--- src/rtl/sync_receiver_pkg.sv ---
// Shared definitions for the clocked request/acknowledge link:
// the default word width and the link state encoding used by both ends.
package sync_receiver_pkg;

    localparam int unsigned B_DEFAULT = 16;

    typedef enum logic {
        IDLE = 1'b0,
        ACK  = 1'b1
    } link_state_e;

endpackage

--- src/rtl/sync_receiver.sv ---
// Receiving half of a single-clock request/acknowledge link: captures BusData
// when rqst and enr coincide in IDLE and answers with a one-cycle ack pulse.
module sync_receiver
    import sync_receiver_pkg::*;
#(
    parameter int unsigned B = B_DEFAULT
) (
    input  logic         clk,
    input  logic         rst,
    input  logic         rqst,
    input  logic         enr,
    input  logic [B-1:0] BusData,
    output logic         ack,
    output logic [B-1:0] OutData,
    output link_state_e  state_dbg
);

    // Handshake: a word transfers on a rising edge where the FSM is in IDLE and
    // rqst=1 (sender valid) and enr=1 (receiver ready); ack is high for the one
    // cycle after that edge, during which no further capture can happen.
    link_state_e  state_q, state_d;
    logic         ack_q, ack_d;
    logic [B-1:0] out_data_q, out_data_d;

    always_ff @(posedge clk or posedge rst) begin
        if (rst) begin
            state_q    <= IDLE;
            ack_q      <= 1'b0;
            out_data_q <= '0;
        end else begin
            state_q    <= state_d;
            ack_q      <= ack_d;
            out_data_q <= out_data_d;
        end
    end

    always_comb begin
        state_d    = state_q;
        ack_d      = 1'b0;
        out_data_d = out_data_q;
        case (state_q)
            IDLE: begin
                if (rqst && enr) begin
                    out_data_d = BusData;
                    ack_d      = 1'b1;
                    state_d    = ACK;
                end
            end
            ACK:     state_d = IDLE;
            default: state_d = IDLE;
        endcase
    end

    assign ack       = ack_q;
    assign OutData   = out_data_q;
    assign state_dbg = state_q;

endmodule

--- config.mk ---
export PLATFORM = sky130hd
export DESIGN_NAME = sync_receiver
export DESIGN_NICKNAME = d
export VERILOG_FILES = /design/src/rtl/sync_receiver_pkg.sv /design/src/rtl/sync_receiver.sv
export SDC_FILE = /design/constraint.sdc
export NUM_CORES = 1
export LEC_CHECK = 0
export CORE_MARGIN = 3
export CORE_UTILIZATION = 35
export CTS_BUF_LIST = sky130_fd_sc_hd__clkbuf_2 sky130_fd_sc_hd__clkbuf_4 sky130_fd_sc_hd__clkbuf_8
export DETAILED_ROUTE_END_ITERATION = 8
export DONT_BUFFER_PORTS = 1
export MAX_ROUTING_LAYER = met4
export PLACE_DENSITY_LB_ADDON = 0.12
export SLEW_MARGIN = 30
export SYNTH_ARGS = -nofsm -noshare
export SYNTH_HDL_FRONTEND = slang
export SYNTH_SLANG_ARGS = --single-unit
--- constraint.sdc ---
create_clock -name clk -period 1.75 [get_ports clk]
set_clock_uncertainty 0.15 [all_clocks]
set_input_delay 0.0875 -clock clk [delete_from_list [all_inputs] [get_ports clk]]
set_output_delay 0.0875 -clock clk [all_outputs]
set_load 0.05 [all_outputs]
[Word-level counts from Yosys, hierarchy flattened]
Cells that the tools add are included.
Storage, ports and cells
  bits in registers: 18
  output and inout bits: 18
Operators by class
  reduce and logical (&&, ||, !) cells: 2
  muxes and demuxes: 3
  bitwise operators: 1
Operators with widths (count)
  $mux 1: 2
  $pmux 1 s2: 1
  $reduce_and 2->1: 1
  $logic_and 1x1->1: 1
  $not 1->1: 1

[Depth between registers and ports, before layout]
  depth in word-level cells: 3
  mapped depth: 3
  mapped depth without buffers: 2

[Worst setup path before layout]
Ideal clock, no wire load.
  path kind: flip-flop to flip-flop
  from: register, netlist name ack
  to: register out_data_q[10] (netlist: OutData[10])
  cell stages (with the launch flop): 4
  clock period less this slack: 1.643 ns
  arrival: 1.368 ns
  buffers on the path: 1
  library setup time: 0.125 ns
  slack: 0.107 ns
  path through: dfrtp_1 > nand3b_4 > buf_6 > mux2_4
RTL lines
  end signal, assigned: RTL line sync_receiver.sv:33  | out_data_q <= out_data_d;
  end, declared: RTL line sync_receiver.sv:23  | logic [B-1:0] out_data_q, out_data_d;

==> metrics.md <==
| Metric | Value |
|---|---|
| Slowest-stage cell, CP | dlygate4sd3_1 |
| Sw Share | 40.9% |
| Initial antenna violation count | 0 |
| Die area | 2530 sq um |
| Post-Syn Nets | 58 |
| Mux cell area share after synthesis | 31.2% |
| CTS-repair resized insts | 0 |
| Simple-gate share of the synthesized area | ~3% |
| Largest family of logic cells by synthesized area | multiplexers |
| Share of cells above drive strength 1 | 38.7% |
| Peak supply drop | approximately 0.53 mV |
| Iter 0 DRT Violations | 3 |
| Worst path cell trace | nand3b_4, buf_4, dlygate4sd3_1, inv_1 |
| Final period util | 87.9% |
| CP Depth | 4 |
| Setup TNS | 0 ps |
| Diode count | 0 |
| Largest net degree at the start of global routing | 18 |
| Distinct cells, synth | 7 |
| Via/cell ratio | 4.55 |
| Post-route cell area | 951 sq um |
| Seq pwr share | 67.0% |
| CTS max path bufs | 2 |
| Crit path from | ack |
| DP Cell Count | 64 |
| Worst Tran Pin Value | ~640 ps |
| Fin. Hold Viols | 0 |
| CTS Buf Count | 3 |
| Post-route DRC | 0 |
| Vias | 396 |
| CTS tree | built |
| Top cells by area, synth | dfrtp_1, mux2_4, mux2_2, nand3b_4, buf_6 |
| Kind of end point of the critical path | flip-flop |
| Synth warn | 0 |
| Layout fillers | 150 |
| Port bufs | 0 |
| Final setup viols | 0 |
| Post-Syn Instances | 38 |
| FF+latch count, synth | 17 |
| Worst path max stage delay | 550 ps |
| DR pass1 iterations | 2 |
| Most frequent cells in the layout | dlygate4sd3_1, dfrtp_1, mux2_4 |
| Cell Area, Placed | between 700 and 800 sq um |
| Post-synthesis compound-gate area fraction | 0% |
| Max-slew headroom | 57.2% |
| Cell Area, Synth | roughly 700 sq um |
| Largest area contributor in the netlist | dfrtp_1 |
| Pleak | about 0.00046 uW |
| Final max-slew violation count | 0 |
| I/O pins | 38 |
| P_sw | around 450 uW |
| Gr busiest metal | met2 |
| Die width | 50.3 um |
| Synth Area in Adders | 0% |
| Seq/Total Area, Yosys | 62.0% |
| Met2 usage | 17.0% |
| Initial Util | 38.5% |
| P per Cell Area | 1160 nW/um^2 |
| Vias in the first global route | 402 |
| H-tree depth | 1 |
| Buf/Inv on CP | 3 |
| Reg clk slew, reported paths | approximately 100 ps |
| Worst reg2reg path startpoint | ack |
| FP Rows | 15 |
| Most common cell after layout, fill and taps aside | dlygate4sd3_1 |
| Clock network fraction of total power | 18.2% |
| Family with the most delay on the worst path | buffers and inverters |
| Wire per inst | between 15 and 20 um |
| First-pass GRT wire length | 1.98 mm |
| Comb pwr share | 14.9% |
| Syn avg cell area | 18.0 sq um |
| Max capacitance violation total | 0 |
| Multi-input logic area | approximately 230 sq um |
| Clock latency on the worst-skew pair | 280 ps |
| Die H | between 50 and 60 um |
| Final Critical Period | roughly 1500 ps |
| Root Driver | clkbuf_4 |
| HPWL Detailed | 918 um |
| Sink Count | 17 |
| Core ar. | around 1800 sq um |
| Non-Filler Instances | 87 |
| Met1 GRT Util | 13.1% |
| Max FO, Critical Path | 5 |
| P_int | 652 uW |
| Final nets | a little over 80 |
| Fmax | 650 MHz |
| Required @ worst endpoint | 1830 ps |
| P&R area growth vs syn | 38.7% |
| Critical path type | flip-flop to flip-flop |
| Startpoint Class | flip-flop |
| R2r worst-path depth | 4 |
| Arr. time, crit path | approximately 1600 ps |
| Hold_sp | rqst |
| RSZ-0062 raised after global routing | false |
| Hold path depth | 3 |
| WL final | 1.35 mm |
| Met3 Track Usage GR | 3.56% |
| Status | complete, no violations |
| Xor and xnor area share after synthesis | 0% |
| Post-route ant nets | 0 |
| Hold Crit Class | primary input to flip-flop |
| Hold WS | 45.6 ps |
| GRT Overall Usage | a little over a tenth |
| Placer congestion estimate | 0.622 |
| Flip-flop and latch area | 425 sq um |
| End-of-flow core utilization | roughly 53% |
| Area fraction of the dominant cell type after synthesis | 62.0% |
| GRT overflow | 0 |
per-layer routing:
metal  vias up  part of all wire, %
met5         -                    0
met4         0                    0
met3         0                   10
met2        26                   49
met1       192                   40
li1        178                    -
power groups by stage:
| stage | logic (uW) | clock network [uW] | registers [uW] |
|---|---|---|---|
| 6_report | 164 | 200 | 738 |
| 5_1_grt | 173 | 238 | 745 |
| 4_1_cts | 165 | 210 | 739 |
| 3_5_place_dp | 131 | 0 | 747 |
| 3_3_place_gp | 124 | 0 | 746 |
| 2_1_floorplan | 109 | 0 | 737 |
synthesized netlist by cell type:
cell type,number
buf_6,1
buf_4,1
mux2_2,7
inv_1,2
dfrtp_1,17
nand3b_4,1
mux2_4,9
tightest hold or removal path, cell delays in order:
cell      delay [ps]
nand3b_4          70
buf_12           140
mux2_4           150
logic make-up after synthesis:
| logic type | Yosys count |
|---|---|
| and+or+nand+nor | 1 |
| muxes | 16 |
| buffers and inverters | 4 |
| DFF | 17 |
final timing paths:
path	slack (ps)	endpoint
worst max-delay path	210	ack
worst min-delay path	50	OutData[6]
worst max register to register	210	ack
worst min register to register	680	OutData[6]
max in group asynchronous	850	OutData[9]
min in group asynchronous	190	OutData[12]
through the flow:
stage                     power [uW]  setup WS (ps)
after floorplan                  846            107
after global placement           871            503
after detailed placement         878            473
after CTS                       1110            197
after global routing            1160            150
final                           1100            211
registers in the layout, indices dropped and copies added, names as in the netlist:
signal / flops
OutData: 16
ack: 1
repair_timing:
item,CTS,global route
hold buffers,19,0
buffers inserted,0,0
endpoints found under the hold margin,34,0
setup endpoints to repair,0,0
area by class of cell:
type	instances	area share, %
Multi-Input combinational cell	17	24.6
Timing Repair Buffer	22	23.7
Inverter	2	0.789
Sequential cell	17	44.7
Tap cell	25	3.29
Clock inverter	1	0.526
Clock buffer	3	2.37
Note: power is estimated with default switching activity, not from simulation.
